===== config.mk =====
export PLATFORM = sky130hd
export DESIGN_NAME = dct_transpose_8x8
export DESIGN_NICKNAME = d
export VERILOG_FILES = /design/src/rtl/dct_pkg.sv /design/src/rtl/dct_tp_bank.sv /design/src/rtl/dct_transpose_8x8.sv
export SDC_FILE = /design/constraint.sdc
export NUM_CORES = 2
export LEC_CHECK = 0
export BUFFER_PORTS_ARGS = -buffer_cell sky130_fd_sc_hd__buf_2
export CAP_MARGIN = 25
export CORE_MARGIN = 8
export CORE_UTILIZATION = 57
export CTS_BUF_LIST = sky130_fd_sc_hd__clkbuf_2 sky130_fd_sc_hd__clkbuf_4 sky130_fd_sc_hd__clkbuf_8
export DETAILED_ROUTE_END_ITERATION = 16
export PLACE_DENSITY = 0.77
export SLEW_MARGIN = 15
export SYNTH_ARGS = -nofsm -noshare
export SYNTH_HDL_FRONTEND = slang
export SYNTH_MEMORY_MAX_BITS = 65536
export SYNTH_SLANG_ARGS = --single-unit

===== constraint.sdc =====
create_clock -name clk -period 36.5 [get_ports clk]
set_input_delay 9.125 -clock clk [delete_from_list [all_inputs] [get_ports clk]]
set_output_delay 9.125 -clock clk [all_outputs]
set_load 0.01 [all_outputs]

===== src/rtl/dct_pkg.sv =====
// Shared DCT definitions: coefficient width, block dimension and the transpose
// bank-state encoding used by the row-DCT, transpose and column-DCT stages.
package dct_pkg;

    localparam int DCT_DATA_WIDTH = 32;
    localparam int DCT_N          = 8;
    localparam int DCT_IDX_W      = 3;

    typedef enum logic [1:0] {
        BANK_EMPTY    = 2'd0,
        BANK_FILLING  = 2'd1,
        BANK_FULL     = 2'd2,
        BANK_DRAINING = 2'd3
    } bank_state_t;

    function automatic logic bank_holds_block(input bank_state_t s);
        return (s == BANK_FULL) || (s == BANK_DRAINING);
    endfunction

    function automatic logic bank_writable(input bank_state_t s);
        return (s == BANK_EMPTY) || (s == BANK_FILLING);
    endfunction

endpackage


===== src/rtl/dct_tp_bank.sv =====
// One 8x8 transpose bank: rows are written whole, columns are read
// combinationally. Contents carry no reset; bank state lives in the parent.
module dct_tp_bank
    import dct_pkg::*;
#(
    parameter int DATA_WIDTH = DCT_DATA_WIDTH
) (
    input  logic                          clk,
    input  logic                          wr_en,
    input  logic [DCT_IDX_W-1:0]          wr_row,
    input  logic [DCT_N*DATA_WIDTH-1:0]   wr_data,
    input  logic [DCT_IDX_W-1:0]          rd_col,
    output logic [DCT_N*DATA_WIDTH-1:0]   rd_data
);

    logic [DATA_WIDTH-1:0] mem_r [DCT_N][DCT_N];

    // Row write port: element c of the incoming row lands in column c.
    always_ff @(posedge clk) begin
        if (wr_en) begin
            for (int c = 0; c < DCT_N; c++) begin
                mem_r[wr_row][c] <= wr_data[c*DATA_WIDTH +: DATA_WIDTH];
            end
        end
    end

    // Column read port: element r of the selected column goes to lane r.
    always_comb begin
        rd_data = '0;
        for (int r = 0; r < DCT_N; r++) begin
            rd_data[r*DATA_WIDTH +: DATA_WIDTH] = mem_r[r][rd_col];
        end
    end

endmodule


===== src/rtl/dct_transpose_8x8.sv =====
// Ping-pong 8x8 transpose between the row-DCT and column-DCT stages: rows
// fill one bank while the other drains column by column.
module dct_transpose_8x8
    import dct_pkg::*;
#(
    parameter int DATA_WIDTH = DCT_DATA_WIDTH
) (
    input  logic                          clk,
    input  logic                          reset,
    input  logic                          in_valid,
    output logic                          in_ready,
    input  logic [DCT_N*DATA_WIDTH-1:0]   in_row,
    output logic                          out_valid,
    input  logic                          out_ready,
    output logic [DCT_N*DATA_WIDTH-1:0]   out_col,
    output logic                          out_last,
    output logic [1:0]                    blocks_held
);

    localparam logic [DCT_IDX_W-1:0] LAST_IDX = 3'd7;

    bank_state_t               state_r   [2];
    bank_state_t               state_n_s [2];
    logic                      wr_bank_r, wr_bank_n_s;
    logic                      rd_bank_r, rd_bank_n_s;
    logic [DCT_IDX_W-1:0]      wr_cnt_r, wr_cnt_n_s;
    logic [DCT_IDX_W-1:0]      rd_cnt_r, rd_cnt_n_s;
    logic                      in_ready_r, in_ready_n_s;
    logic                      out_valid_r, out_valid_n_s;
    logic                      out_last_r, out_last_n_s;
    logic [1:0]                blocks_held_r, blocks_held_n_s;
    logic                      in_xfer_s, out_xfer_s;
    logic [1:0]                bank_wr_en_s;
    logic [DCT_N*DATA_WIDTH-1:0] bank_rd_data_s [2];
    logic [DCT_N*DATA_WIDTH-1:0] out_col_s;

    assign in_xfer_s  = in_valid && in_ready_r;
    assign out_xfer_s = out_valid_r && out_ready;

    assign bank_wr_en_s[0] = in_xfer_s && (wr_bank_r == 1'b0);
    assign bank_wr_en_s[1] = in_xfer_s && (wr_bank_r == 1'b1);

    dct_tp_bank #(.DATA_WIDTH(DATA_WIDTH)) u_bank0 (
        .clk     (clk),
        .wr_en   (bank_wr_en_s[0]),
        .wr_row  (wr_cnt_r),
        .wr_data (in_row),
        .rd_col  (rd_cnt_r),
        .rd_data (bank_rd_data_s[0])
    );

    dct_tp_bank #(.DATA_WIDTH(DATA_WIDTH)) u_bank1 (
        .clk     (clk),
        .wr_en   (bank_wr_en_s[1]),
        .wr_row  (wr_cnt_r),
        .wr_data (in_row),
        .rd_col  (rd_cnt_r),
        .rd_data (bank_rd_data_s[1])
    );

    // Next-state for both banks; write and read always target different banks.
    always_comb begin
        state_n_s[0] = state_r[0];
        state_n_s[1] = state_r[1];
        wr_bank_n_s  = wr_bank_r;
        rd_bank_n_s  = rd_bank_r;
        wr_cnt_n_s   = wr_cnt_r;
        rd_cnt_n_s   = rd_cnt_r;

        if (in_xfer_s) begin
            if (wr_cnt_r == LAST_IDX) begin
                state_n_s[wr_bank_r] = BANK_FULL;
                wr_cnt_n_s           = 3'd0;
                wr_bank_n_s          = ~wr_bank_r;
            end else begin
                state_n_s[wr_bank_r] = BANK_FILLING;
                wr_cnt_n_s           = wr_cnt_r + 3'd1;
            end
        end else begin
            wr_cnt_n_s = wr_cnt_r;
        end

        if (out_xfer_s) begin
            if (rd_cnt_r == LAST_IDX) begin
                state_n_s[rd_bank_r] = BANK_EMPTY;
                rd_cnt_n_s           = 3'd0;
                rd_bank_n_s          = ~rd_bank_r;
            end else begin
                state_n_s[rd_bank_r] = BANK_DRAINING;
                rd_cnt_n_s           = rd_cnt_r + 3'd1;
            end
        end else begin
            rd_cnt_n_s = rd_cnt_r;
        end

        in_ready_n_s    = bank_writable(state_n_s[wr_bank_n_s]);
        out_valid_n_s   = bank_holds_block(state_n_s[rd_bank_n_s]);
        out_last_n_s    = out_valid_n_s && (rd_cnt_n_s == LAST_IDX);
        blocks_held_n_s = {1'b0, bank_holds_block(state_n_s[0])}
                        + {1'b0, bank_holds_block(state_n_s[1])};
    end

    // Status flags are registered from the next state so they track it exactly.
    always_ff @(posedge clk) begin
        if (reset) begin
            state_r[0]    <= BANK_EMPTY;
            state_r[1]    <= BANK_EMPTY;
            wr_bank_r     <= 1'b0;
            rd_bank_r     <= 1'b0;
            wr_cnt_r      <= 3'd0;
            rd_cnt_r      <= 3'd0;
            in_ready_r    <= 1'b1;
            out_valid_r   <= 1'b0;
            out_last_r    <= 1'b0;
            blocks_held_r <= 2'd0;
        end else begin
            state_r[0]    <= state_n_s[0];
            state_r[1]    <= state_n_s[1];
            wr_bank_r     <= wr_bank_n_s;
            rd_bank_r     <= rd_bank_n_s;
            wr_cnt_r      <= wr_cnt_n_s;
            rd_cnt_r      <= rd_cnt_n_s;
            in_ready_r    <= in_ready_n_s;
            out_valid_r   <= out_valid_n_s;
            out_last_r    <= out_last_n_s;
            blocks_held_r <= blocks_held_n_s;
        end
    end

    // Column mux from the read bank, forced to zero when nothing is presented.
    always_comb begin
        if (!out_valid_r) begin
            out_col_s = '0;
        end else if (rd_bank_r) begin
            out_col_s = bank_rd_data_s[1];
        end else begin
            out_col_s = bank_rd_data_s[0];
        end
    end

    assign in_ready    = in_ready_r;
    assign out_valid   = out_valid_r;
    assign out_last    = out_last_r;
    assign blocks_held = blocks_held_r;
    assign out_col     = out_col_s;

endmodule

==> results.ini <==
[critical_path]
critPathArrivalTime_ns = 8.73
r2r_end = u_bank0.mem_r[3][168]
end_kind = output port
crit_path_top_delay_cell = buf_4
r2r_cells = 7
crit_type = register to output port
critPathTopFamily = buffers and inverters
crit_chain = buf_4 -> buf_4 -> buf_4 -> buf_4 -> buf_4 -> buf_4 -> buf_4 -> mux2i_1 -> a22oi_1 -> nand3_1 -> nand2_1 -> buf_2
r2r_start = in_ready
critPathMostFrequentCell = buf_4
path_buf_inv = 8
rrSetupSlack_ns = 32.32
start_kind = register
cp_max_fo = 60
critical_path.max_stage_delay_ns = 0.89
cp_data_required_time_ns = 27.37

[placed_design]
hpwl_mm = 196.0
place.gp.congestion = 0.7650
io_buffers = 520

[logic_synthesis]
avgSynthCellArea_sq_um = 18.95
synthArstFlopShare_pct = 0
syn_area_sq_mm = 0.1586
ys_ff_latch = 4111
synth_cell_types = 42
synth_edf_count = 4096
synth.area.top_cells = edfxtp_1 78%, mux2i_1 12%, a22oi_1 4.1%, nand3_1 1.4%, mux4_2 1.2%
yosysTopAreaCellShare_pct = 77.54
syn-num-nets = 8635
synth_ff_type = edfxtp_1
yosysMostFrequentCell = edfxtp_1
yosysSeqAreaShare_pct = 77.73
yosysTopAreaCell = edfxtp_1
synth_warnings = 0
synth_common_cells = 4,096 x edfxtp_1, 1,882 x mux2i_1, 856 x a22oi_1, 433 x nand3_1, 263 x nand2_1
synthCells = 8370

[power_and_ir_drop]
ir_drop_uv = 36.34
p_leak_nw = 54.55
p_per_area_mw_per_mm2 = 51.68

[min_path]
min_from = in_ready
hold_class = register to register
holdPathStages = 2
min_to = wr_cnt_r[2]

[clocking]
cts_made_buffers = 634
cts_buffer_depth = 4
cts.sinks = 4111
post_cts_resize_count = 0
cts-root-buf = clkbuf_8
hold_buffers = 0
insertion_delay_ns = 1.17
cts.clk_slew.worst_paths_ns = 0.06
cts_tree = built
post-cts-setup-buffers = 0
htreeDepth = 6

[timing]
tns_ns = 0
worst_clock_skew_ns = 0.05885
timing.fmax_ghz = 0.05600
setup_violations = 0
timing.slew.headroom_pct = 13.47
rsz0062_at_grt = false
period_minus_slack_ns = 17.86
hold_viol_final = 0
worst_pin_slew_ns = 1.298
finalCritPeriodShare_pct = 48.93
drv_slew = 0

[drt]
vias_per_cell = 6.221
dr_total_vias = 83210
drt_pass1_iterations = 6
routed_wl_mm = 372.1
drcViolationCount = 0
ant_nets = 0
routedWlPerCell_um = 27.81
drtIter0Drc = 8606

[layout]
fin_nets = 9426
drive_gt1_share_pct = 18.05
n_fill_cell = 18530
utilization_pct = 63.76
syn2layout_area_growth_pct = 11.24

[job]
drv_cap = 0

[floorplan]
core_sq_mm = 0.2767
num_rows = 193
start_util_pct = 57.32
dieArea_sq_mm = 0.2954
io_pins = 521
die_h_um = 543.5
die_x_um = 543.5

[global_route]
grt_max_degree = 154
groute.usage.overall_pct = 24.25
grt_pass1_vias = 84800
overflow = 0
grt_pass1_wl_mm = 539.9
antenna_found_initial = 68

[outcome]
status = finished clean

-- metrics by stage --
stage	instances	hold slack, ns	instance area, sq um	total power [mW]	setup WS, ns
CTS	13330	0.6156	176100	9.178	18.53
detailed placement	12220	0.6065	163800	5.498	19.86
global route	13360	0.6733	176400	9.383	18.11
floorplan	8370	0.5241	158600	5.409	1.671
global placement	12220	0.5744	163800	5.491	20.00
finish	13380	0.6179	176400	9.119	18.64
-- registers in the layout (all words and copies together) (netlist names) --
register,cells
u_bank0.mem_r,2048
u_bank1.mem_r,2048
rd_cnt_r,3
wr_cnt_r,3
blocks_held,2
state_r,2
in_ready,1
out_last,1
out_valid,1
rd_bank_r,1
wr_bank_r,1
-- cell usage in the layout, fill, tap and decap left out, types with 10 or more instances in the layout --
master	synthesis	final
buf_2	189	520
dfxtp_1	15	13
buf_12	3	14
nand3_1	433	433
clkinv_8	0	20
inv_8	0	10
mux4_2	84	84
clkinv_1	0	145
edfxtp_1	4096	4096
clkbuf_8	0	637
bufinv_16	0	11
a221oi_1	85	85
diode_2	0	41
clkinv_2	0	48
o21ai_0	19	19
nand2_1	263	262
buf_16	0	10
buf_4	93	118
inv_12	0	19
mux2i_1	1882	1882
clkbuf_4	9	200
o21ai_1	65	65
nor2_4	0	10
a22oi_1	856	856
-- where the power goes --
group / switching [mW] / internal [mW]
clock: 1.78 / 1.94
sequential: 0.0105 / 5.24
combinational: 0.127 / 0.0215
total: 1.91 / 7.20
-- layer usage --
layer  vias to the layer above  track usage, %  wire length [um]
met4                        14           7.877              9940
li1                      35700               -                 -
met1                     42870           32.72            148000
met2                      3975           40.39            182400
met5                         -               0                92
met3                       661           4.509             31610
-- tightest hold or removal path, stage by stage (launching register included) --
cell and delay, ns:
dfxtp_1 0.40, nand3_1 0.12, a21oi_1 0.05
-- area by class of cell --
class,count,area [sq um],area share (%)
Antenna cell,41,102.6,0.05815
Clock buffer,837,10270,5.820
Clock inverter,269,2049,1.162
Inverter,1,8.758,0.004964
Multi-Input combinational cell,3751,32030,18.16
Sequential cell,4111,123300,69.88
Tap cell,3705,4636,2.627
Timing Repair Buffer,662,4044,2.292
-- worst max-delay path by stage --
| stage | end | cells past startpoint | start |
|---|---|---|---|
| 6_report | out_col[200] | 12 | rd_cnt_r[0] |
| 5_1_grt | out_col[201] | 12 | rd_cnt_r[0] |
| 4_1_cts | out_col[200] | 12 | rd_cnt_r[0] |
| 3_5_place_dp | out_col[200] | 12 | rd_cnt_r[0] |
| 3_3_place_gp | out_col[201] | 12 | rd_cnt_r[0] |
| 2_1_floorplan | u_bank0.mem_r[0][0] | 2 | in_valid |
-- cell families (layout without fill, tap and decap cells) --
family / Yosys count / in the layout / synth area share [%]
flip-flops: 4111 / 4111 / 77.73
adder cells (fa/ha/maj): 5 / 5 / 0.03944
AND/OR/NAND/NOR: 743 / 743 / 2.148
XOR/XNOR: 2 / 2 / 0.01104
buffers and inverters: 508 / 1769 / 2.172
other: 0 / 41 / 0
multiplexers: 1967 / 1967 / 13.08
AO/OA/AOI/OAI: 1034 / 1034 / 4.826
Power figures use the tool's default switching activity.
